$ cat config.mk
export PLATFORM = sky130hd
export DESIGN_NAME = seq_chunk_adder
export DESIGN_NICKNAME = d
export VERILOG_FILES = /design/src/rtl/seq_chunk_adder_pkg.sv /design/src/rtl/seq_chunk_adder_chunk_adder.sv /design/src/rtl/seq_chunk_adder.sv
export SDC_FILE = /design/constraint.sdc
export NUM_CORES = 1
export LEC_CHECK = 0
export CAP_MARGIN = 20
export CORE_MARGIN = 2
export CORE_UTILIZATION = 54
export DETAILED_ROUTE_END_ITERATION = 8
export HOLD_SLACK_MARGIN = 0.15
export PLACE_DENSITY = 0.83
export SETUP_SLACK_MARGIN = 0.02
export SLEW_MARGIN = 25
export SYNTH_ARGS = -nofsm -noshare
export SYNTH_HDL_FRONTEND = slang
export SYNTH_SLANG_ARGS = --single-unit
export TNS_END_PERCENT = 5
$ cat constraint.sdc
create_clock -name clk -period 10.7 [get_ports clk]
set_input_delay 1.07 -clock clk [delete_from_list [all_inputs] [get_ports clk]]
set_output_delay 1.07 -clock clk [all_outputs]
set_load 0.01 [all_outputs]
$ cat src/rtl/seq_chunk_adder_pkg.sv
// Shared types and helpers for the chunk-serial adder.
// State encoding, default geometry and index-width helper.
package seq_chunk_adder_pkg;

    typedef enum logic [1:0] {
        IDLE,
        RUN,
        DONE
    } state_t;

    localparam int DEF_WIDTH = 32;
    localparam int DEF_CHUNK = 8;
    localparam int N_CHUNKS  = DEF_WIDTH / DEF_CHUNK;

    // Index width for n chunks; never narrower than one bit.
    function automatic int clog2(input int n);
        int r;
        int v;
        r = 0;
        v = 1;
        while (v < n) begin
            v = v * 2;
            r = r + 1;
        end
        return (r < 1) ? 1 : r;
    endfunction

endpackage

$ cat src/rtl/seq_chunk_adder_chunk_adder.sv
// Combinational CHUNK-bit ripple adder used once per cycle by the top.
// Exposes the carry into the top bit so the caller can form signed overflow.
module chunk_adder
    import seq_chunk_adder_pkg::*;
#(
    parameter int CHUNK = DEF_CHUNK
) (
    input  logic [CHUNK-1:0] x,
    input  logic [CHUNK-1:0] y,
    input  logic             ci,
    output logic [CHUNK-1:0] s,
    output logic             co,
    output logic             c_msb
);

    logic [CHUNK:0] c;

    assign c[0] = ci;

    for (genvar i = 0; i < CHUNK; i++) begin : g_fa
        assign s[i]   = x[i] ^ y[i] ^ c[i];
        assign c[i+1] = (x[i] & y[i]) | (c[i] & (x[i] ^ y[i]));
    end

    assign co    = c[CHUNK];
    assign c_msb = c[CHUNK-1];

endmodule

$ cat src/rtl/seq_chunk_adder.sv
// Multi-cycle adder: one CHUNK-wide slice per clock, carry held in a register.
// Valid/ready on both sides; result registers hold until the next acceptance.
module seq_chunk_adder
    import seq_chunk_adder_pkg::*;
#(
    parameter int WIDTH = DEF_WIDTH,
    parameter int CHUNK = DEF_CHUNK
) (
    input  logic             clk,
    input  logic             rst_n,
    input  logic             in_valid,
    output logic             in_ready,
    input  logic [WIDTH-1:0] a,
    input  logic [WIDTH-1:0] b,
    input  logic             cin,
    output logic             out_valid,
    input  logic             out_ready,
    output logic [WIDTH-1:0] sum,
    output logic             cout,
    output logic             overflow
);

    localparam int N     = WIDTH / CHUNK;
    localparam int IW    = clog2(N);
    localparam int SLOTS = 1 << IW;

    if (WIDTH % CHUNK != 0) begin : g_bad_geometry
        $error("seq_chunk_adder: WIDTH must be a multiple of CHUNK");
    end

    state_t           state;
    state_t           state_nx;
    logic [WIDTH-1:0] op_a;
    logic [WIDTH-1:0] op_b;
    logic             carry;
    logic [IW-1:0]    idx;
    logic             last;

    logic [CHUNK-1:0] a_sl [SLOTS];
    logic [CHUNK-1:0] b_sl [SLOTS];
    logic [CHUNK-1:0] x;
    logic [CHUNK-1:0] y;
    logic [CHUNK-1:0] s;
    logic             co;
    logic             c_msb;

    // Pad the slice table to a power of two so idx indexes it exactly.
    for (genvar gi = 0; gi < SLOTS; gi++) begin : g_slice
        if (gi < N) begin : g_used
            assign a_sl[gi] = op_a[gi*CHUNK +: CHUNK];
            assign b_sl[gi] = op_b[gi*CHUNK +: CHUNK];
        end else begin : g_pad
            assign a_sl[gi] = '0;
            assign b_sl[gi] = '0;
        end
    end

    assign x    = a_sl[idx];
    assign y    = b_sl[idx];
    assign last = (idx == IW'(N - 1));

    chunk_adder #(
        .CHUNK(CHUNK)
    ) u_chunk (
        .x    (x),
        .y    (y),
        .ci   (carry),
        .s    (s),
        .co   (co),
        .c_msb(c_msb)
    );

    assign in_ready  = (state == IDLE);
    assign out_valid = (state == DONE);

    always_ff @(posedge clk or negedge rst_n) begin
        if (!rst_n) begin
            state <= IDLE;
        end else begin
            state <= state_nx;
        end
    end

    always_comb begin
        state_nx = state;
        unique case (state)
            IDLE:    if (in_valid)  state_nx = RUN;
            RUN:     if (last)      state_nx = DONE;
            DONE:    if (out_ready) state_nx = IDLE;
            default: state_nx = IDLE;
        endcase
    end

    always_ff @(posedge clk or negedge rst_n) begin
        if (!rst_n) begin
            op_a     <= '0;
            op_b     <= '0;
            carry    <= 1'b0;
            idx      <= '0;
            sum      <= '0;
            cout     <= 1'b0;
            overflow <= 1'b0;
        end else if (state == IDLE && in_valid) begin
            op_a  <= a;
            op_b  <= b;
            carry <= cin;
            idx   <= '0;
            sum   <= '0;
        end else if (state == RUN) begin
            for (int i = 0; i < N; i++) begin
                if (idx == IW'(i)) sum[i*CHUNK +: CHUNK] <= s;
            end
            carry <= co;
            if (last) begin
                cout     <= co;
                overflow <= c_msb ^ co;
            end else begin
                idx <= idx + 1'b1;
            end
        end
    end

endmodule

**Yosys cells after proc, flatten, opt, wreduce, memory -nomap -nowiden**

Cells that the tools add are included.

- Flip-flop bits (word level): 103
- Output and inout bits: 36

- Multiplexer cells: 21
- Bitwise gates (word level): 43
- Magnitude comparators: 1
- Eq/ne operators: 9
- Reduce and logical (&&, ||, !) cells: 15
- $add $sub $neg: 1

Operators with widths:

| kind | count |
|---|---|
| $mux W32 | 2 |
| $mux W8 | 8 |
| $bmux W8 S2 | 2 |
| $xor A1 B1 Y1 | 17 |
| $and A1 B1 Y1 | 16 |
| $mux W2 | 6 |
| $reduce_and A2 Y1 | 5 |
| $reduce_bool A2 Y1 | 5 |
| $or A1 B1 Y1 | 8 |
| $eq A2 B2 Y1 const B | 3 |
| $pmux W2 S3 | 1 |
| $reduce_and A3 Y1 | 2 |
| $eq A2 B1 Y1 const B | 2 |
| $logic_not A2 Y1 | 2 |
| $ne A2 B1 Y1 const B | 2 |
| $ne A2 B2 Y1 const B | 2 |
| $ge A3 B3 Y1 const B | 1 |
| $not A2 Y3 | 1 |
| $add A2 B1 Y2 const B | 1 |
| $mux W1 | 2 |
| $logic_and A1 B1 Y1 | 1 |
| $not A1 Y1 | 1 |

**Longest topological paths before layout**

- Word-level depth: 23
- Gate-level depth with buffers: 16
- Depth with buffers taken out: 14

**Cells and area by module**

From an unflattened synthesis, not the netlist that was laid out.

- Cell total of the unflattened synthesis: 375
- Area total of the unflattened synthesis: 5093.6 um^2

By module, submodules not included:

| module | instances | cells an instance | area an instance (um^2) |
|---|---|---|---|
| seq_chunk_adder | 1 | 357 | 4895.9 |
| chunk_adder | 1 | 18 | 197.7 |

**Least setup slack after synthesis**

Ideal clock, no wire load.

- Path type: register -> register
- Start: register idx[1]
- End: register sum[31]
- Stages on the path, launching flop included: 17
- Path slack: 6372 ps
- Arrival: 4202 ps
- Required time: 10574 ps
- Cells stage by stage: dfrtp_1 buf_2 buf_2 mux4_2 inv_1 fa_1 fa_1 fa_1 fa_1 fa_1 inv_1 fa_1 fa_1 inv_1 fa_1 nor2_1 a221o_1

- Longest elaborated chain between the ends: 23
- Elaborated cells on any way between the ends: 43
- Those cells by class: eq/ne: 1; mux: 9; bitwise: 31; reduce/logical: 2

Ends and longest elaborated chain:

| what | line | RTL |
|---|---|---|
| start, declared | seq_chunk_adder.sv:36 | `logic [IW-1:0] idx;` |
| start signal, assigned | seq_chunk_adder.sv:118 | `idx <= idx + 1'b1;` |
| $not A2 Y3 (implied by the code) | seq_chunk_adder.sv:58, seq_chunk_adder.sv:59 |  |
| $bmux W8 S2 (on tied branches) | seq_chunk_adder.sv:58, seq_chunk_adder.sv:59 |  |
| $mux W8 (on tied branches) (2 in series) | seq_chunk_adder.sv:58, seq_chunk_adder.sv:59 |  |
| $xor A1 B1 Y1 | seq_chunk_adder_chunk_adder.sv:22 | `assign c[i+1] = (x[i] & y[i]) \| (c[i] & (x[i] ^ y[i]));` |
| $and A1 B1 Y1 | seq_chunk_adder_chunk_adder.sv:22 |  |
| $or A1 B1 Y1 | seq_chunk_adder_chunk_adder.sv:22 |  |
| $and A1 B1 Y1 | seq_chunk_adder_chunk_adder.sv:22 |  |
| $or A1 B1 Y1 | seq_chunk_adder_chunk_adder.sv:22 |  |
| [... 6 more ...] | n/a |  |
| $and A1 B1 Y1 | seq_chunk_adder_chunk_adder.sv:22 |  |
| $or A1 B1 Y1 | seq_chunk_adder_chunk_adder.sv:22 |  |
| $and A1 B1 Y1 | seq_chunk_adder_chunk_adder.sv:22 |  |
| $or A1 B1 Y1 | seq_chunk_adder_chunk_adder.sv:22 |  |
| $xor A1 B1 Y1 | seq_chunk_adder_chunk_adder.sv:21 | `assign s[i] = x[i] ^ y[i] ^ c[i];` |
| $mux W8 | seq_chunk_adder.sv:111 | `if (idx == IW'(i)) sum[i*CHUNK +: CHUNK] <= s;` |
| $mux W32 | seq_chunk_adder.sv:109 | `end else if (state == RUN) begin` |
| $mux W32 | seq_chunk_adder.sv:103 | `end else if (state == IDLE && in_valid) begin` |
| end signal, assigned by index | seq_chunk_adder.sv:111 |  |
| end, declared | seq_chunk_adder.sv:18 | `output logic [WIDTH-1:0] sum,` |

Parallel ways exist; a longest one is shown, timed or not. The select of a mux whose other input is x is not followed.
A chain may end at the register's enable or synchronous reset.

**Worst setup path in the final report**

- Start: register idx[0]
- End: register sum[31]

The elaborated chain is that of the path after synthesis.

==> results_dict.tcl <==
set metrics [dict create \
    outcome "finished clean" \
    max_freq_mhz 218 \
    crit_fanout 22 \
    die_area_um2 10400 \
    yosysWarnings 0 \
    synth.top_cell.area_share_pct 49.5 \
    rows 35 \
    rsz0062_at_grt "false" \
    synth.most_common_cell "dfrtp_1" \
    synth_top_cell_by_area "dfrtp_1" \
    drive_above_1_share_pct 24.7 \
    tightest_slew_ns 0.868 \
    num_vias 3161 \
    htree_levels 3 \
    fin_setup_tns_ns 0 \
    timing.hold.ws_ns 0.508 \
    postSynthCellCount 334 \
    cts_buffer_depth 2 \
    cts.sinks 103 \
    core_um2 9280 \
    grt_pass1_vias 3315 \
    start_util_pct 56.1 \
    synth_fp_nets 415 \
    area_growth_pct 24.1 \
    wl_per_cell_um 19.1 \
    die_h_um 102 \
    crit_slowest_cell "fa_1" \
    worstSkewPairLatency_ns 0.37 \
    port_buffers 104 \
    ys_types 30 \
    postSynth.asyncResetShare_pct 100 \
    ant_nets 0 \
    relSlewSlack_pct 42.2 \
    vdd.ir_drop.worst_mv 0.168 \
    clockRootBuffer "clkbuf_8" \
    tritoncts "yes" \
    cts_setup_buffers 0 \
    avgSynthCellArea_um2 15.6 \
    postCtsResizedCells 0 \
    worst_path_largest_cell_delay_ns 0.48 \
    hold_buffers 0 \
    seq_area_frac_synth_pct 49.5 \
    pwr_density_cell_nw_per_um2 349 \
    hold_path_class "reg2reg" \
    antenna_found_initial 0 \
    worstSetupPathType "reg2reg" \
    path_cells "buf_4 > mux4_2 > inv_1 > fa_1 > fa_1 > fa_1 > fa_1 > fa_1 > inv_1 > fa_1 > fa_1 > inv_1 > fa_1 > nor2_1 > a221o_1" \
    gp_congestion 0.792 \
    hold_violations 0 \
    crit_required_ns 10.95 \
    dp_hpwl_um 7730 \
    clk_pin_slew_worst_paths_ns 0.09 \
    timing.critical_path.mode_cell "fa_1" \
    leakagePower_nw 2.94 \
    io_pins 105 \
    numCtsBuffers 9 \
    dp_cells 547 \
    routed_via_density 5.61 \
    setup_viol 0 \
    overflow 0 \
    drtIter0Drc 151 \
    synth-seq-cells 103 \
    yosys-top-cells-area "dfrtp_1 50%, mux2_4 17%, mux4_2 6.9%" \
    finalClockSkew_ns 0.0124 \
    worstSetupStartpointType "flip-flop" \
    grtUsageTotal_pct 22.2 \
    drc 0 \
    critPathCaptureType "flip-flop" \
    period_needed_ns 4.59 \
    netlist_top_cells_count "103 x dfrtp_1, 60 x mux2_4, 32 x a221o_1, 32 x and3b_1, 19 x inv_1" \
    die_w_um 102 \
    synth_edf_count 0 \
    synth_ff_type "dfrtp_1" \
    finalMaxSlewViolations 0 \
    stdcell_count 563 \
    fin_crit_sh_pct 42.9 \
    netlist_area_um2 5200 \
    cp.arrival_ns 4.85 \
    nets 510 \
    antennaDiodeCount 0 \
    grt_pass1_wl_um 17300 \
    first_pass_iters 4 \
    maxCapViolCount 0 \
    grt_max_degree 74 \
    routed_wl_um 10800 \
]
==> worst max-delay path: cells and delay by family (launching register included) <==
kind	cells	cell delay (ns)
DFF	1	0.37
AOI/OAI and AO/OA	1	0.36
buffers and inverters	4	0.45
muxes	1	0.38
adders and majority gates	8	2.84
and+or+nand+nor	1	0.08
==> sequential cells by signal, indices dropped and copies added (netlist names) <==
signal,flops
cout,1
carry,1
state,2
op_b,32
op_a,32
sum,32
idx,2
overflow,1
==> final timing paths <==
kind	depth (start not counted)	endpoint	startpoint	slack, ns
max	15	sum[31]	idx[0]	6.11
min	1	op_b[10]	op_b[10]	0.51
max reg2reg	15	sum[31]	idx[0]	6.11
min reg2reg	1	op_b[10]	op_b[10]	0.51
max in group asynchronous	2	carry	rst_n	8.88
min in group asynchronous	1	op_a[5]	rst_n	0.61
==> metal layers <==
metal	vias up	GRT usage, %	wire (um)
met1	1601	29.8	4670
met3	15	3.42	542
met4	0	8.00	153
li1	1429	-	-
met5	-	0	0
met2	116	37.0	5420
==> logic make-up after synthesis <==
logic type,Yosys count,synth area share (%)
AO/OA/AOI/OAI,37,7.14
adder cells (fa/ha/maj),12,4.04
buffers and inverters,44,5.53
XOR/XNOR,1,0.168
AND/OR/NAND/NOR,55,8.10
flip-flops,103,49.5
multiplexers,82,25.5
==> final cells by class <==
cell class | instances | area (um^2)
fillers | 641 | 2830
flip-flops and latches | 103 | 2580
multi-input cells | 187 | 2350
repair buffers | 109 | 1080
well taps | 129 | 161
clock buffers | 11 | 141
clock inverters | 5 | 81.3
inverters | 19 | 71.3
==> stage by stage <==
step | setup slack, ns | util, % | cell area, um^2 | power (W)
after floorplan | 6.37 | - | 5200 | 0.00161
after global placement | 6.24 | 67.1 | 6230 | 0.00194
after detailed placement | 6.10 | 67.1 | 6230 | 0.00200
after CTS | 6.08 | 69.5 | 6450 | 0.00228
after global routing | 5.88 | 69.6 | 6460 | 0.00241
final | 6.11 | 69.6 | 6460 | 0.00225
==> placed cells by master, fill, tap and decap left out, types with 5 or more instances in the layout <==
master,instances
clkbuf_8,10
mux4_2,16
mux2_4,60
dfrtp_1,103
a221o_1,32
inv_1,19
mux2_2,5
nor2_1,8
and3b_1,32
clkdlybuf4s50_1,103
buf_4,5
fa_1,8
==> power breakdown <==
group	switching [W]	internal (W)
Clock	0.000132	0.000138
Combinational	0.000597	0.000675
Sequential	0.000130	0.000581
No activity file was read; power rests on OpenSTA's default activity.
==> patch 1, RTL diff (same flow settings) <==
Make the reset (`rst_n`) synchronous in 2 clocked blocks.
--- a/src/rtl/seq_chunk_adder.sv
+++ b/src/rtl/seq_chunk_adder.sv
@@ -73,7 +73,7 @@
     assign in_ready  = (state == IDLE);
     assign out_valid = (state == DONE);
 
-    always_ff @(posedge clk or negedge rst_n) begin
+    always_ff @(posedge clk) begin
         if (!rst_n) begin
             state <= IDLE;
         end else begin
@@ -91,7 +91,7 @@
         endcase
     end
 
-    always_ff @(posedge clk or negedge rst_n) begin
+    always_ff @(posedge clk) begin
         if (!rst_n) begin
             op_a     <= '0;
             op_b     <= '0;
Function: differs if rst_n is asserted again (counterexample within 4 cycles, from zero or initial values and one cycle with rst_n low); with rst_n held inactive, the same outputs for 10 cycles.
==> patch 1 against the unedited design <==
Setup slack got worse by 0.50 ns; synthesized cell count rose by 46%; final area decreased by 12%; global-route usage rose by 1.6 points; synthesized area down 14%; via count increased by 14%; worst hold slack got worse by 0.052 ns; count of clock-buffer cells in the layout is 3 higher; utilization rose by 0.16 points; wire length down 7.4%; sequential cell count is the same; largest cell class is now multi-input gates.
Power is not compared: it rests on default switching activity, and its combinational part moved more than twofold at a synthesized area within 25%.
==> patch 1: results (changes against the unedited design) <==
run status=complete, no violations; CTS clock-pin slew for the worst setup and hold paths=0.09 ns (about the same); EDFF count, synth=0 (unchanged); Cell variety after synth=29 (-3.3%); Commonest cells post-synth=sky130_fd_sc_hd__nand2_1, sky130_fd_sc_hd__dfxtp_1, sky130_fd_sc_hd__a21boi_1; M1 WL=4631 um (-0.73%); number of nets at the end of the flow=653 (+28%); vias in the first global route=3482 (+5.0%); met2 routed WL=4589 um (-15%); number of CTS-inserted buffers=9 (unchanged); DR iter-0 viols=162 (+7.3%); part of the Yosys area used for sequential elements=0.4599 (-0.03524); Clk Tree Root Cell=sky130_fd_sc_hd__clkbuf_8; top flop regs=op_a: 32 flops, op_b: 32 flops, sum: 32 flops; leakage dissipation=2.046 nW; average size of a mapped cell=9.205 um^2 (-41%); global-route wire length before repair=16640 um (-3.7%); post-detail-place hpwl=7416 um (-4.1%); share of post-route cells with drive strength above 1=0.06932 (-0.1772); Top Usage Layer GRT=met2; maximum number of pins on one net before global-route repair=71 (-4.1%); clock insertion delay at the later pin of the skew report=0.36 ns; global placer's final weighted congestion=0.8225 (+3.9%); count of antenna diodes in the layout=0 (unchanged); Filler Cell Count=599 (-6.6%); # port buffers=104 (unchanged); met2 Usage GRT=0.3897 (+0.01923); met3 track utilization from global routing=0.03557 (+0.001373); number of antenna violations at the first check in global routing=0 (unchanged); Crit path arrival time=5.36 ns (+0.51 ns); final routed wirelength across all metal layers=9985 um (-7.4%); placed cell count=665 (+22%); Synthesized Nets=568 (+37%); global routing met1 resource utilization=0.3268 (+0.02844); per-cell via count in the routed design=5.290 (-5.8%); CTS HTree Levels=3 (unchanged); maximum vdd drop=0.07861 mV; Resized cells post-CTS=0 (unchanged); worst slew slack as a fraction of its limit=0.4475 (+0.02597); met3 routed wirelength=634 um (+17%); flip-flop cell with the highest count after synthesis=sky130_fd_sc_hd__dfxtp_1; ys async rst share=0 (-1.000); post-route clock skew=0.01065 ns (-0.001752 ns); Synth Warn #=0 (unchanged); overall via count from detail_route=3608 (+14%); most area-consuming cells after synthesis=sky130_fd_sc_hd__dfxtp_1, sky130_fd_sc_hd__nand2_1, sky130_fd_sc_hd__a21boi_1, sky130_fd_sc_hd__mux4_2, sky130_fd_sc_hd__fa_1; number of search-and-repair iterations in the first detailed-routing pass=4 (unchanged); GRT Overall Usage=0.2382 (+0.01627); crit path max fanout=12 (-45%)
==> patch 1: cell types whose count changed in the layout (fill, tap and decap cells not counted), moves of 10 or more <==
cell,change
sky130_fd_sc_hd__and3b_1,-28
sky130_fd_sc_hd__dfrtp_1,-103
sky130_fd_sc_hd__inv_1,-10
sky130_fd_sc_hd__a21boi_1,+60
sky130_fd_sc_hd__a21oi_1,+25
sky130_fd_sc_hd__a221o_1,-32
sky130_fd_sc_hd__nand2_1,+179
sky130_fd_sc_hd__mux2_4,-60
sky130_fd_sc_hd__dfxtp_1,+103
==> patch 1: layout make-up <==
type | count | area, um^2 | area share
flip-flops and latches | 103 | 2062 | 0.3636
multi-input cells | 340 | 2157 | 0.3803
inverters | 9 | 33.78 | 0.005956
clock buffers | 14 | 172.7 | 0.03044
repair buffers | 109 | 1077 | 0.1899
clock inverters | 2 | 37.54 | 0.006618
well taps | 105 | 131.4 | 0.02316
==> patch 1: path summary, 6_finish.rpt <==
check / from / slack [ns] / cells after the start / endpoint
worst max register to register: idx[0] / 5.60 / 14 / sum[15]
worst min-delay path: op_a[22] / 0.46 / 2 / op_a[22]
worst max-delay path: idx[0] / 5.60 / 14 / sum[15]
worst min register to register: op_a[22] / 0.46 / 2 / op_a[22]
==> patch 1: worst max-delay path, cell delays in order (launching register included) <==
cell,delay (ns)
sky130_fd_sc_hd__dfxtp_1,0.59
sky130_fd_sc_hd__buf_4,0.32
sky130_fd_sc_hd__mux4_2,0.55
sky130_fd_sc_hd__fa_1,0.42
sky130_fd_sc_hd__fa_1,0.39
sky130_fd_sc_hd__fa_1,0.39
sky130_fd_sc_hd__fa_1,0.40
sky130_fd_sc_hd__fa_1,0.37
sky130_fd_sc_hd__inv_1,0.09
sky130_fd_sc_hd__fa_1,0.18
sky130_fd_sc_hd__inv_1,0.06
sky130_fd_sc_hd__fa_1,0.40
sky130_fd_sc_hd__inv_1,0.09
sky130_fd_sc_hd__fa_1,0.49
sky130_fd_sc_hd__a211oi_1,0.26
==> patch 1: kinds of logic after synthesis <==
logic type	after synthesis	synth area share
and+or+nand+nor	207	0.1895
DFF	103	0.4600
AOI/OAI and AO/OA	102	0.1569
buffers and inverters	44	0.06029
muxes	17	0.08261
adders and majority gates	12	0.04689
xor gates and xnor gates	2	0.003908
==> patch 1: metrics by stage <==
step           setup slack (ns)  utilization  instance area, um^2  hold WS [ns]  total power [mW]
2_1_floorplan             6.300            -                 4483        0.4319            0.4877
3_5_place_dp              5.677       0.6701                 5450        0.4448            0.5316
6_report                  5.604       0.6973                 5672        0.4564            0.7736
4_1_cts                   5.611       0.6959                 5660        0.4565            0.7741
5_1_grt                   5.264       0.6973                 5672        0.4768            0.8029
3_3_place_gp              5.820       0.6701                 5450        0.4389            0.5275
==> patch 2, RTL diff (same flow settings) <==
Without the edit above. Set the package constant `DEF_WIDTH` to 16 (it was 32).
--- a/src/rtl/seq_chunk_adder_pkg.sv
+++ b/src/rtl/seq_chunk_adder_pkg.sv
@@ -8,7 +8,7 @@
         DONE
     } state_t;
 
-    localparam int DEF_WIDTH = 32;
+    localparam int DEF_WIDTH = 16;
     localparam int DEF_CHUNK = 8;
     localparam int N_CHUNKS  = DEF_WIDTH / DEF_CHUNK;
 
Interface: changed (resized a, b and sum); port bits go from 105 to 57. No check against the original RTL was run, so the function may have changed too.
==> patch 2 against the unedited design <==
Final area is 49% lower; worst hold slack got worse by 0.0096 ns; combinational power is 58% lower; total power down 55%; sequential cell count fell by 49; critical path type unchanged; count of clock-buffer cells in the layout shrank 4; synthesized area fell by 49%; wire length decreased by 57%; setup slack better by 0.19 ns; critical path depth up 3.
==> patch 2: results (changes against the unedited design) <==
Register-to-Register Setup Slack=6.29 ns (+0.19 ns); share of post-route cells with drive strength above 1=0.2131 (-0.03343); Crit path arrival time=4.66 ns (-0.19 ns); post-route insts no fill=311 (-45%); per-cell via count in the routed design=5.328 (-5.1%); global-route wire length before repair=7741 um (-55%); DR iter-0 viols=145 (-4.0%); top flop regs=op_a: 16 flops, op_b: 16 flops, sum: 16 flops; delay of the slowest critical-path stage=0.68 ns (+0.20 ns); CTS HTree Levels=2 (-1); Worst Min Path Start=op_a[10]; global placer's final weighted congestion=0.8227 (+3.9%); maximum vdd drop=0.1445 mV (-14%); Cell variety after synth=25 (-17%); part of the Yosys area used for sequential elements=0.5116 (+0.01641); number of nets at the end of the flow=288 (-44%); leakage dissipation=1.480 nW (-50%); post-route clock skew=0.005613 ns (-0.006786 ns); GRT Overall Usage=0.1868 (-0.03508); Worst Max-Slew Pin Slew=0.7434 ns (-0.1242 ns); average size of a mapped cell=13.83 um^2 (-11%); launch point of the critical path=idx; most area-consuming cells after synthesis=sky130_fd_sc_hd__dfrtp_1, sky130_fd_sc_hd__mux2_2, sky130_fd_sc_hd__a221o_1, sky130_fd_sc_hd__fa_1, sky130_fd_sc_hd__mux2i_1; run status=complete, no violations; Commonest cells post-synth=sky130_fd_sc_hd__dfrtp_1, sky130_fd_sc_hd__mux2_2, sky130_fd_sc_hd__a221o_1; number of CTS-inserted buffers=5 (-4)
==> patch 2: changes by cell type after synthesis, sizes merged, moves of 4 or more <==
cell / before / now
dfrtp: 103 / 54
mux2: 65 / 41
and3b: 32 / 9
a221o: 32 / 16
mux4: 16 / 0
inv: 19 / 9
buf: 17 / 9
mux2i: 1 / 9
and3: 2 / 8
ha: 4 / 0
==> patch 2: power by group <==
group          internal [mW]  switching [mW]
Clock                 0.0523          0.0624
Sequential             0.298          0.0778
Combinational          0.296           0.235
==> patch 2: area by class of cell <==
| type | count | share of cell area |
|---|---|---|
| clock buffer | 7 | 0.02614 |
| clock inverter | 1 | 0.001515 |
| inverter | 9 | 0.01023 |
| multi-input combinational | 114 | 0.3527 |
| sequential | 54 | 0.4091 |
| tap | 67 | 0.02538 |
| timing repair buffer | 59 | 0.1750 |
==> patch 2: worst paths after layout <==
check | end | cells after the start
worst min-delay path | op_a[10] | 1
worst max-delay path | sum[15] | 18
worst max register to register | sum[15] | 18
min in group asynchronous | sum[8] | 2
max in group asynchronous | op_b[13] | 2
worst min register to register | op_a[10] | 1
==> patch 2: stage by stage <==
step / cell area (um^2) / utilization / setup WS, ns
6_report: 3303 / 0.6993 / 6.292
5_1_grt: 3303 / 0.6993 / 5.988
4_1_cts: 3303 / 0.6993 / 6.275
3_5_place_dp: 3212 / 0.6800 / 6.285
3_3_place_gp: 3212 / 0.6800 / 6.414
2_1_floorplan: 2641 / - / 6.771
==> patch 2: cells by family (layout without fill, tap and decap cells) <==
family                     after synthesis  after routing  share of synthesized area
xor gates and xnor gates                 1              1                   0.003317
buffers and inverters                   23             76                    0.04737
adders and majority gates                8              8                    0.06063
muxes                                   50             50                     0.2089
and+or+nand+nor                         34             34                    0.08812
DFF                                     54             54                     0.5116
AOI/OAI and AO/OA                       21             21                    0.08006
==> patch 2: metal layers <==
| metal | global-route usage | vias up | wire length (um) |
|---|---|---|---|
| li1 | - | 796 | - |
| met1 | 0.2783 | 800 | 2216 |
| met2 | 0.2728 | 61 | 2150 |
| met3 | 0.05285 | 0 | 230 |
| met4 | 0.04848 | 0 | 0 |
| met5 | 0 | - | 0 |
